--- config.mk ---
export PLATFORM = sky130hd
export DESIGN_NAME = cpu_datapath
export DESIGN_NICKNAME = d
export VERILOG_FILES = /design/src/rtl/cpu_pkg.sv /design/src/rtl/cpu_alu.sv /design/src/rtl/cpu_datapath.sv
export SDC_FILE = /design/constraint.sdc
export NUM_CORES = 2
export LEC_CHECK = 0
export BUFFER_PORTS_ARGS = -buffer_cell sky130_fd_sc_hd__clkbuf_2
export CAP_MARGIN = 20
export CORE_MARGIN = 5
export CORE_UTILIZATION = 30
export CTS_BUF_LIST = sky130_fd_sc_hd__clkbuf_2
export CTS_CLUSTER_SIZE = 25
export DETAILED_ROUTE_END_ITERATION = 7
export PLACE_DENSITY_LB_ADDON = 0.1
export SLEW_MARGIN = 5
export SYNTH_ARGS = -nofsm -noshare
export SYNTH_HDL_FRONTEND = slang
export SYNTH_SLANG_ARGS = --single-unit
--- constraint.sdc ---
create_clock -name Clock -period 14.6 [get_ports Clock]
set_input_delay 2.92 -clock Clock [delete_from_list [all_inputs] [get_ports Clock]]
set_output_delay 2.92 -clock Clock [all_outputs]
set_load 0.02 [all_outputs]
--- src/rtl/cpu_pkg.sv ---
// Shared definitions for the single-bus CPU datapath: sizes, ALU opcodes and
// the bus-source encoding with its fixed-priority select function.
package cpu_pkg;

  localparam int WIDTH = 32;
  localparam int NREGS = 16;
  localparam int NSRC  = 27;

  localparam logic [4:0] OP_ADD  = 5'b00011;
  localparam logic [4:0] OP_SUB  = 5'b00100;
  localparam logic [4:0] OP_AND  = 5'b00101;
  localparam logic [4:0] OP_OR   = 5'b00110;
  localparam logic [4:0] OP_SHR  = 5'b00111;
  localparam logic [4:0] OP_SHRA = 5'b01000;
  localparam logic [4:0] OP_SHL  = 5'b01001;
  localparam logic [4:0] OP_ROR  = 5'b01010;
  localparam logic [4:0] OP_ROL  = 5'b01011;
  localparam logic [4:0] OP_MUL  = 5'b01111;
  localparam logic [4:0] OP_DIV  = 5'b10000;
  localparam logic [4:0] OP_NEG  = 5'b10001;
  localparam logic [4:0] OP_NOT  = 5'b10010;

  // Strobe bit positions double as bus-source codes; 0..15 are R0..R15.
  typedef enum logic [4:0] {
    SRC_GPR    = 5'd0,
    SRC_HI     = 5'd16,
    SRC_LO,
    SRC_Y,
    SRC_ZHI,
    SRC_ZLO,
    SRC_PC,
    SRC_IR,
    SRC_MAR,
    SRC_MDR,
    SRC_INPORT,
    SRC_C,
    SRC_NONE
  } bus_src_e;

  // Lowest asserted strobe wins (R0 highest priority).
  function automatic bus_src_e bus_sel(input logic [NSRC-1:0] outs);
    bus_sel = SRC_NONE;
    for (int i = NSRC - 1; i >= 0; i--)
      if (outs[i]) bus_sel = bus_src_e'(5'(i));
  endfunction

endpackage

--- src/rtl/cpu_alu.sv ---
// Combinational ALU: A = Y, B = bus, 64-bit result {Zhigh, Zlow}.
// Multiply/divide exist only when MULDIV_EN is defined; otherwise those opcodes give 0.
module cpu_alu
  import cpu_pkg::*;
(
  input  logic [WIDTH-1:0]   i_a,
  input  logic [WIDTH-1:0]   i_b,
  input  logic [4:0]         i_opcode,
  input  logic               i_inc,
  output logic [2*WIDTH-1:0] o_result
);

  localparam int SH_W = $clog2(WIDTH);

  logic [SH_W-1:0]  w_sh;
  logic [WIDTH-1:0] w_ror, w_rol, w_lo, w_hi;

  assign w_sh  = i_b[SH_W-1:0];
  // A shift by WIDTH yields 0, so a zero rotate amount falls out naturally.
  assign w_ror = (i_a >> w_sh) | (i_a << (WIDTH - int'(w_sh)));
  assign w_rol = (i_a << w_sh) | (i_a >> (WIDTH - int'(w_sh)));

`ifdef MULDIV_EN
  localparam logic [WIDTH-1:0] MIN_NEG = {1'b1, {(WIDTH-1){1'b0}}};

  logic signed [2*WIDTH-1:0] w_a64, w_b64, w_prod;
  logic [WIDTH-1:0]          w_quo, w_rem;

  assign w_a64  = {{WIDTH{i_a[WIDTH-1]}}, i_a};
  assign w_b64  = {{WIDTH{i_b[WIDTH-1]}}, i_b};
  assign w_prod = w_a64 * w_b64;

  always_comb begin
    w_quo = '0;
    w_rem = '0;
    if (i_b == '0) begin
      w_quo = '1;
      w_rem = i_a;
    end else if (i_a == MIN_NEG && i_b == '1) begin
      // Overflowing quotient wraps; keep it explicit rather than rely on the divider.
      w_quo = MIN_NEG;
      w_rem = '0;
    end else begin
      w_quo = WIDTH'($signed(i_a) / $signed(i_b));
      w_rem = WIDTH'($signed(i_a) % $signed(i_b));
    end
  end
`endif

  always_comb begin
    w_lo = '0;
    w_hi = '0;
    if (i_inc) begin
      w_lo = i_b + WIDTH'(1);
    end else begin
      case (i_opcode)
        OP_ADD:  w_lo = i_a + i_b;
        OP_SUB:  w_lo = i_a - i_b;
        OP_AND:  w_lo = i_a & i_b;
        OP_OR:   w_lo = i_a | i_b;
        OP_SHR:  w_lo = i_a >> w_sh;
        OP_SHRA: w_lo = $signed(i_a) >>> w_sh;
        OP_SHL:  w_lo = i_a << w_sh;
        OP_ROR:  w_lo = w_ror;
        OP_ROL:  w_lo = w_rol;
`ifdef MULDIV_EN
        OP_MUL:  {w_hi, w_lo} = w_prod;
        OP_DIV:  begin
          w_lo = w_quo;
          w_hi = w_rem;
        end
`endif
        OP_NEG:  w_lo = -i_b;
        OP_NOT:  w_lo = ~i_b;
        default: w_lo = '0;
      endcase
    end
  end

  assign o_result = {w_hi, w_lo};

endmodule

--- src/rtl/cpu_datapath.sv ---
// 32-bit single-bus CPU datapath: register file, special registers, bus mux and ALU.
// Build with MULDIV_EN defined to include the signed multiplier and divider.
module cpu_datapath #(
  parameter int WIDTH = cpu_pkg::WIDTH,
  parameter int NREGS = cpu_pkg::NREGS
) (
  input  logic             Clock,
  input  logic             clear,
  input  logic             Read,
  input  logic             IncPC,
  input  logic [4:0]       opcode,
  input  logic             R0in,  R1in,  R2in,  R3in,  R4in,  R5in,  R6in,  R7in,
  input  logic             R8in,  R9in,  R10in, R11in, R12in, R13in, R14in, R15in,
  input  logic             HIin, LOin, Yin, Zhighin, Zlowin, PCin, IRin, MARin,
  input  logic             MDRin, Inportin, Cin,
  input  logic             R0out,  R1out,  R2out,  R3out,  R4out,  R5out,  R6out,  R7out,
  input  logic             R8out,  R9out,  R10out, R11out, R12out, R13out, R14out, R15out,
  input  logic             HIout, LOout, Yout, Zhighout, Zlowout, PCout, IRout, MARout,
  input  logic             MDRout, Inportout, Cout,
  input  logic [WIDTH-1:0] Mdatain,
  input  logic [WIDTH-1:0] In_data,
  output logic [WIDTH-1:0] BusMuxOut,
  output logic [WIDTH-1:0] IR_q,
  output logic [WIDTH-1:0] MAR_q
);
  import cpu_pkg::*;

  logic [WIDTH-1:0]   r_gpr [NREGS];
  logic [WIDTH-1:0]   r_hi, r_lo, r_y, r_zhi, r_zlo, r_pc, r_ir, r_mar, r_mdr, r_inport, r_c;
  logic [NSRC-1:0]    w_in, w_out;
  bus_src_e           w_sel;
  logic [WIDTH-1:0]   w_bus;
  logic [2*WIDTH-1:0] w_alu;

  assign w_in  = {Cin, Inportin, MDRin, MARin, IRin, PCin, Zlowin, Zhighin, Yin, LOin, HIin,
                  R15in, R14in, R13in, R12in, R11in, R10in, R9in, R8in,
                  R7in,  R6in,  R5in,  R4in,  R3in,  R2in,  R1in, R0in};
  assign w_out = {Cout, Inportout, MDRout, MARout, IRout, PCout, Zlowout, Zhighout, Yout, LOout, HIout,
                  R15out, R14out, R13out, R12out, R11out, R10out, R9out, R8out,
                  R7out,  R6out,  R5out,  R4out,  R3out,  R2out,  R1out, R0out};

  assign w_sel = bus_sel(w_out);

  always_comb begin
    w_bus = '0;
    case (w_sel)
      SRC_HI:     w_bus = r_hi;
      SRC_LO:     w_bus = r_lo;
      SRC_Y:      w_bus = r_y;
      SRC_ZHI:    w_bus = r_zhi;
      SRC_ZLO:    w_bus = r_zlo;
      SRC_PC:     w_bus = r_pc;
      SRC_IR:     w_bus = r_ir;
      SRC_MAR:    w_bus = r_mar;
      SRC_MDR:    w_bus = r_mdr;
      SRC_INPORT: w_bus = r_inport;
      SRC_C:      w_bus = r_c;
      SRC_NONE:   w_bus = '0;
      default:    w_bus = r_gpr[w_sel[3:0]];
    endcase
  end

  cpu_alu u_alu (
    .i_a      (r_y),
    .i_b      (w_bus),
    .i_opcode (opcode),
    .i_inc    (IncPC),
    .o_result (w_alu)
  );

  always_ff @(posedge Clock) begin
    if (clear) begin
      for (int i = 0; i < NREGS; i++) r_gpr[i] <= '0;
      r_hi     <= '0;
      r_lo     <= '0;
      r_y      <= '0;
      r_zhi    <= '0;
      r_zlo    <= '0;
      r_pc     <= '0;
      r_ir     <= '0;
      r_mar    <= '0;
      r_mdr    <= '0;
      r_inport <= '0;
      r_c      <= '0;
    end else begin
      for (int i = 0; i < NREGS; i++)
        if (w_in[i]) r_gpr[i] <= w_bus;
      if (w_in[SRC_HI])     r_hi     <= w_bus;
      if (w_in[SRC_LO])     r_lo     <= w_bus;
      if (w_in[SRC_Y])      r_y      <= w_bus;
      if (w_in[SRC_ZHI])    r_zhi    <= w_alu[2*WIDTH-1:WIDTH];
      if (w_in[SRC_ZLO])    r_zlo    <= w_alu[WIDTH-1:0];
      if (w_in[SRC_PC])     r_pc     <= w_bus;
      if (w_in[SRC_IR])     r_ir     <= w_bus;
      if (w_in[SRC_MAR])    r_mar    <= w_bus;
      if (w_in[SRC_MDR])    r_mdr    <= Read ? Mdatain : w_bus;
      if (w_in[SRC_INPORT]) r_inport <= In_data;
      // Immediate constant: sign-extended 19-bit field of the current IR.
      if (w_in[SRC_C])      r_c      <= {{(WIDTH-19){r_ir[18]}}, r_ir[18:0]};
    end
  end

  assign BusMuxOut = w_bus;
  assign IR_q      = r_ir;
  assign MAR_q     = r_mar;

endmodule

# After elaboration in Yosys (flattened, before gate mapping)
# Memory sizes are Yosys's and may differ from the RTL's.
# Index checks and enable logic that the tools add are counted.
dict set report word_totals {
  register_bits 307
  mem_bits_rw 512
  inputBits 127
  out_inout_bits 96
  elab_cells 163
  memories 1
}
dict set report op_classes {
  add_sub_neg 5
  n_eq_ne 23
  shift 5
  n_mux 97
  bitwise 21
  n_reduce_logical 1
}
# memory words word_bits rd rd_clocked_by_memory_dff write_ports line_no
set mem_list {}
lappend mem_list {r_gpr 16 32 1 0 16 cpu_datapath.sv:28} ;# logic [WIDTH-1:0] r_gpr [NREGS];
# operator count
set ops {}
lappend ops {{$pmux 32 s11} 2}
lappend ops {{$mux 32} 18}
lappend ops {{$mux 5} 26}
lappend ops {{$or 32x32->32} 3}
lappend ops {{$eq 5x5->1 const B} 14}
lappend ops {{$mux 1} 51}
lappend ops {{$add 32x1->32 const B} 1}
lappend ops {{$add 32x32->32} 1}
lappend ops {{$and 32x32->32} 1}
lappend ops {{$neg 32->32} 1}
lappend ops {{$not 32->32} 1}
lappend ops {{$shl 32x32->32} 1}
lappend ops {{$shl 32x5->32} 1}
lappend ops {{$shr 32x32->32} 1}
lappend ops {{$shr 32x5->32} 1}
lappend ops {{$sshr 32x5->32} 1}
lappend ops {{$sub 32x32->32} 1}
lappend ops {{$eq 5x3->1 const B} 4}
lappend ops {{$eq 5x4->1 const B} 4}
lappend ops {{$or 1x1->1} 16}
lappend ops {{$sub 6x5->7 const A} 1}
lappend ops {{$eq 5x2->1 const B} 1}
lappend ops {{$reduce_or 2->1} 1}

# Logic depth before layout (Yosys ltp)
dict set report depth {
  word_depth 35
  ltp_mapped 38
  mapped_depth_nobuf 29
}

# Cells and area by module
# From an unflattened synthesis, not the netlist that was laid out.
dict set report hier_totals {
  cells_unflattened 5235
  area_unflattened_um2 50632.3
}
# module n_inst cells_each area_per_inst_um2 seq_area_each_um2
set modules_own_cells {}
lappend modules_own_cells {cpu_datapath 1 3229 36633.9 22161.3}
lappend modules_own_cells {cpu_alu 1 2006 13998.4 0.0}

# Worst setup path after synthesis
# Ideal clock, no wire load.
dict set report synth_path {
  path_kind {input to register}
  start {input port R4out}
  end {register r_zlo[28]}
  setup_time_ns 0.136
  arrival_ns 9.703
  required_time_ns 14.464
  setup_slack_ns 4.761
  stages 36
  n_path_buf 7
  cell_sequence {buf_2 > nor3b_1 > nor3_2 > nand3_1 > o211ai_1 > buf_4 > mux2_2 > a221oi_1 > o21a_1 > a21o_1 > buf_4 > inv_2 > buf_2 > buf_2 > buf_2 > buf_1 > ha_1 > inv_1 > fa_1 > nor2b_1 > o21ai_0 > a21boi_0 > o221a_2 > o21ba_2 > o41ai_1 > o2111ai_1 > o2111ai_1 > a31oi_1 > o22a_1 > and2_1 > o21ai_0 > nand2b_1 > xnor2_1 > nor3_1 > a221oi_1 > o211ai_1}
}
dict set report synth_between {
  elab_chain_cells 13
  word_cells_on_any_way 37
  cone_classes {add/sub: 5; eq/ne: 12; shift: 5; mux: 8; bitwise: 5; reduce/logical: 1; memory: 1}
}
# item line_no
set synth_lines {}
lappend synth_lines {{start, declared} cpu_datapath.sv:16} ;# input logic R0out, R1out, R2out, R3out, R4out, R5out, R6out, R7out,
lappend synth_lines {{$mux 5 * (5 in a row)} cpu_pkg.sv:44} ;# if (outs[i]) bus_sel = bus_src_e'(5'(i));
lappend synth_lines {{branches (longest 2 deep; another with $mem_v2 16x32)} n/a}
lappend synth_lines {{$pmux 32 s11 *} cpu_datapath.sv:46} ;# case (w_sel)
lappend synth_lines {{net BusMuxOut[0]} cpu_datapath.sv:22} ;# output logic [WIDTH-1:0] BusMuxOut,
lappend synth_lines {{$sub 6x5->7} {cpu_alu.sv:20, cpu_alu.sv:21}}
lappend synth_lines {{$shr 32x32->32 or $shl 32x32->32 (tied branches)} {cpu_alu.sv:21, cpu_alu.sv:20}}
lappend synth_lines {{$or 32x32->32 (on tied branches)} {cpu_alu.sv:21, cpu_alu.sv:20}}
lappend synth_lines {{$pmux 32 s11} cpu_alu.sv:56} ;# case (i_opcode)
lappend synth_lines {{$mux 32 *} cpu_alu.sv:53} ;# if (i_inc) begin
lappend synth_lines {{end signal, assigned} cpu_datapath.sv:92} ;# if (w_in[SRC_ZLO]) r_zlo <= w_alu[WIDTH-1:0];
lappend synth_lines {{end, declared} cpu_datapath.sv:29} ;# logic [WIDTH-1:0] r_hi, r_lo, r_y, r_zhi, r_zlo, r_pc, r_ir, r_mar, r_mdr, r_inport, r_c;
# Mark *: on every way through the listed nets, which the timed path passes.
# A chain may end at the register's enable or synchronous reset.

# Final worst setup path
dict set report layout_path {
  start {input port R0out}
  end {output port BusMuxOut[0]}
}
dict set report layout_between {
  elab_chain_cells 4
  word_cells_on_any_way 16
  cone_classes {eq/ne: 12; mux: 2; reduce/logical: 1; memory: 1}
}
# item line_no
set layout_lines {}
lappend layout_lines {{start, declared} cpu_datapath.sv:16}
lappend layout_lines {{$mux 5 *} cpu_pkg.sv:44}
lappend layout_lines {{branches (longest 2 deep; another with $mem_v2 16x32)} n/a}
lappend layout_lines {{$pmux 32 s11 *} cpu_datapath.sv:46}
lappend layout_lines {{end, declared} cpu_datapath.sv:22}
# Mark *: on every way between the ends.

==> metrics.md <==
| Metric | Value |
|---|---|
| Run status | complete, no violations |
| Top cell type's share of synthesized area | slightly below 30% |
| Worst-case setup margin in the final layout | 2.86 ns |
| Number of buffers between clock root and the deepest sink | 3 |
| Nature of the critical path startpoint | input pin |
| Post-route clock period utilization | around 80% |
| Via count of the first global-routing pass | roughly 46000 |
| Top-count cell post-synth | sky130_fd_sc_hd__nor2_1 |
| HPWL after DPL | roughly 190 mm |
| Cell Area, Synth | 51700 µm² |
| Most common library cells after synthesis | sky130_fd_sc_hd__nor2_1 (614), sky130_fd_sc_hd__nand2_1 (572), sky130_fd_sc_hd__mux2i_1 (549) |
| Wire length after detailed routing | 272 mm |
| Post-cts repair resize count | 0 |
| Total global routing overflow | 0 |
| Dominant cells by area after synthesis | sky130_fd_sc_hd__edfxtp_1 (30%), sky130_fd_sc_hd__dfxtp_1 (12%), sky130_fd_sc_hd__mux2i_1 (11%) |
| Hold bufs inserted after CTS | 0 |
| Gate Count Post-Synth | 5648 |
| Most repeated library cell on the critical path | sky130_fd_sc_hd__buf_4 |
| Global placer's final weighted congestion | ~0.97 |
| Fraction of registers with async set or reset after synthesis | 0% |
| Number of pins with negative max-slew slack in the final report | 0 |
| Data arrival time of the worst path | between 8 and 9 ns |
| Post-synthesis cell type count | between 100 and 150 |
| Cell type group with the largest total delay on the critical path | simple AND/OR/NAND/NOR gates |
| Starting density of the core | 30.2% |
| Type of element capturing the critical path | output port |
| Clock Pin Slew Worst Setup and Hold Paths | 0.10 ns |
| Average size of a mapped cell | between 9 and 10 µm² |
| Worst slew margin relative to its limit | around 14% |
| Net count of the mapped netlist | between 5000 and 6000 |
| FF/Latch Area | ~22000 µm² |
| Area occupied by multi-input gates | approximately 28000 µm² |
| Synth warnings | 0 |
| Cell Rows | 152 |
| Area of the die | 181000 µm² |
| Max-Cap Viols | 0 |
| Power per unit of standard cell area | between 100 and 150 nW/µm² |
| Number of primary I/O pins | ~220 |
| Crit path kind | input pin to output port |
| Summed negative setup slack over all endpoints | 0 ns |
| Number of failing hold endpoints at the final stage | 0 |
| Overall Global Routing Usage | between 20% and 30% |
| Slowest cell on the critical path | sky130_fd_sc_hd__nor4_4 |
| Maximum ir drop on the vdd rail | just over 0.07 mV |
| Layout cells sized above 1 | between 10% and 20% |
| Leakage | 23.4 nW |
| Largest net degree at the start of global routing | 116 |
| Vert. Die Dim | around 430 µm |
| Root Driver | sky130_fd_sc_hd__clkbuf_2 |
| Worst setup slack before clock tree synthesis | 2.13 ns |
| Prevailing post-synth register cell | sky130_fd_sc_hd__edfxtp_1 |
| Setup Viol. Count Final | 0 |
| CTS H-tree lvls | 4 |
| Cell type with the highest aggregate area in the netlist | sky130_fd_sc_hd__edfxtp_1 |
| Req. time, crit path | approximately 12 ns |
| Number of enable flip-flop cells after synthesis | 512 |
| Area growth from synthesis to final layout | 11.4% |
| Post-route antenna net violation count | 0 |
| Vias after detailed routing | approximately 48000 |
| Clock tree from TritonCTS | yes |
| Horiz. Die Dim | approximately 430 µm |
| Max stage delay on crit path | ~0.80 ns |
| Number of remaining DRC errors | 0 |
| Routed len/inst | roughly 33 µm |
| Ordered cell list for the critical path | clkbuf_2 -> nor4_4 -> nand4_1 -> buf_4 -> nor3_2 -> buf_4 -> nand2_1 -> o221ai_1 -> o21ai_1 -> o211a_2 -> a21o_4 -> clkinv_2 -> buf_4 -> clkbuf_2 |
| Global-route wire length before repair | between 300 and 400 mm |
| RSZ-0062 raised after global routing | no |
| Number of inserted filler cells in the final layout | ~18000 |
| Iteration count of the initial detailed-routing pass | 7 |
| Detailed-route vias per instance | slightly below 6 |
| Post-synthesis sequential element count | 819 |
| Setup fix buffers added after clock tree synthesis | 0 |
| Core region area | between 150000 and 200000 µm² |
| Critical Path Fanout Max | 53 |
| Number of buffer cells added on primary ports | ~220 |
| Cts bufs inserted | about 220 |
| FMAX | 85.1 MHz |
| Worst Tran Pin Value | roughly 1.3 ns |
| Path category of the worst min-delay check | flop to flop |
| Buffers and inverters on the worst path | 6 |
| Sequential cell area fraction in the yosys report | 41.6% |
| Final min period | 11.74 ns |
| Skew-Pair Late Insertion Delay | between 1.5 and 2 ns |
| Worst Skew | approximately 0.14 ns |
| TritonCTS Sinks | approximately 820 |
| Violation count after the first detailed-routing iteration | approximately 5100 |
| Antenna violations before repair | 12 |
| Net count, final | around 6000 |
## area by class of cell
class	count	share of cell area (%)
antenna	12	0.0521
clock buffer	344	2.99
clock inverter	61	0.590
inverter	118	0.779
multi-input combinational	4194	48.2
sequential	819	37.3
tap	2310	5.01
timing repair buffer	447	5.01
## report_power, final
group	leakage (nW)	switching [W]	total (W)	internal (W)
registers	8.17	0.0000818	0.00274	0.00266
clock network	1.58	0.00107	0.00173	0.000658
logic	13.6	0.00154	0.00218	0.000632
total	23.4	0.00269	0.00665	0.00395
## flip-flops by register name (all words and copies together) (netlist names), 32 cells and up
register and cells:
IR_q 32, r_pc 32, r_inport 32, r_zlo 32, r_gpr 512, r_lo 32, MAR_q 32, r_y 32
r_mdr 32, r_hi 32
## cells in the final DEF, fill, tap and decap left out, types with 62 or more instances in the layout
| cell | instances |
|---|---|
| sky130_fd_sc_hd__xnor2_1 | 72 |
| sky130_fd_sc_hd__ha_1 | 85 |
| sky130_fd_sc_hd__buf_4 | 215 |
| sky130_fd_sc_hd__nand2_1 | 570 |
| sky130_fd_sc_hd__o2111ai_1 | 62 |
| sky130_fd_sc_hd__mux2i_1 | 548 |
| sky130_fd_sc_hd__and2_1 | 343 |
| sky130_fd_sc_hd__clkbuf_2 | 564 |
| sky130_fd_sc_hd__o21ai_0 | 204 |
| sky130_fd_sc_hd__inv_1 | 94 |
| sky130_fd_sc_hd__edfxtp_1 | 512 |
| sky130_fd_sc_hd__nor2_1 | 609 |
| sky130_fd_sc_hd__o211ai_1 | 101 |
| sky130_fd_sc_hd__nor3_1 | 76 |
| sky130_fd_sc_hd__a21oi_1 | 277 |
| sky130_fd_sc_hd__a22oi_1 | 66 |
| sky130_fd_sc_hd__dfxtp_1 | 306 |
| sky130_fd_sc_hd__nand3_1 | 199 |
| sky130_fd_sc_hd__a211oi_1 | 89 |
## metrics by stage
stage / utilization [%] / power [W] / instance area (µm²) / hold slack [ns] / instances
floorplan: - / 0.00404 / 51700 / 0.452 / 5648
global placement: 32.4 / 0.00492 / 55500 / 0.466 / 7882
detailed placement: 32.4 / 0.00492 / 55500 / 0.474 / 7885
CTS: 33.6 / 0.00666 / 57600 / 0.493 / 8290
global route: 33.6 / 0.00694 / 57600 / 0.512 / 8302
finish: 33.6 / 0.00665 / 57600 / 0.494 / 8305
## worst paths after layout
path                  endpoint  depth (start not counted)  slack (ns)       from
setup reg to reg     r_zlo[31]                         24        7.13     r_y[0]
hold reg to reg      r_mdr[11]                          2        0.49  r_mdr[11]
hold / removal       r_mdr[11]                          2        0.49  r_mdr[11]
setup / recovery  BusMuxOut[0]                         14        2.86      R0out
## routing by layer
| metal | track usage, % | vias to the layer above | share of wire [%] |
|---|---|---|---|
| li1 | - | 21220 | - |
| met1 | 37.0 | 24153 | 41 |
| met2 | 48.6 | 2007 | 48 |
| met3 | 4.29 | 501 | 5.8 |
| met4 | 13.2 | 6 | 5.1 |
| met5 | 0 | - | 0.014 |
## tightest hold or removal path: cells and delay by family, from the launching register on
family           cells  cell delay [ns]
flip-flops           1             0.32
AND/OR/NAND/NOR      1             0.08
AO/OA/AOI/OAI        1             0.05
## kinds of logic (layout without fill, tap and decap cells)
kind of cell | Yosys count | after routing | share of synthesized area (%)
AOI/OAI and AO/OA | 1333 | 1333 | 18.1
adders and majority gates | 88 | 88 | 2.16
and+or+nand+nor | 2066 | 2066 | 18.9
buffers and inverters | 635 | 970 | 5.20
xor gates and xnor gates | 91 | 91 | 1.61
DFF | 819 | 819 | 41.6
other | 0 | 12 | 0
muxes | 616 | 616 | 12.4
No activity file was read; power rests on OpenSTA's default activity.
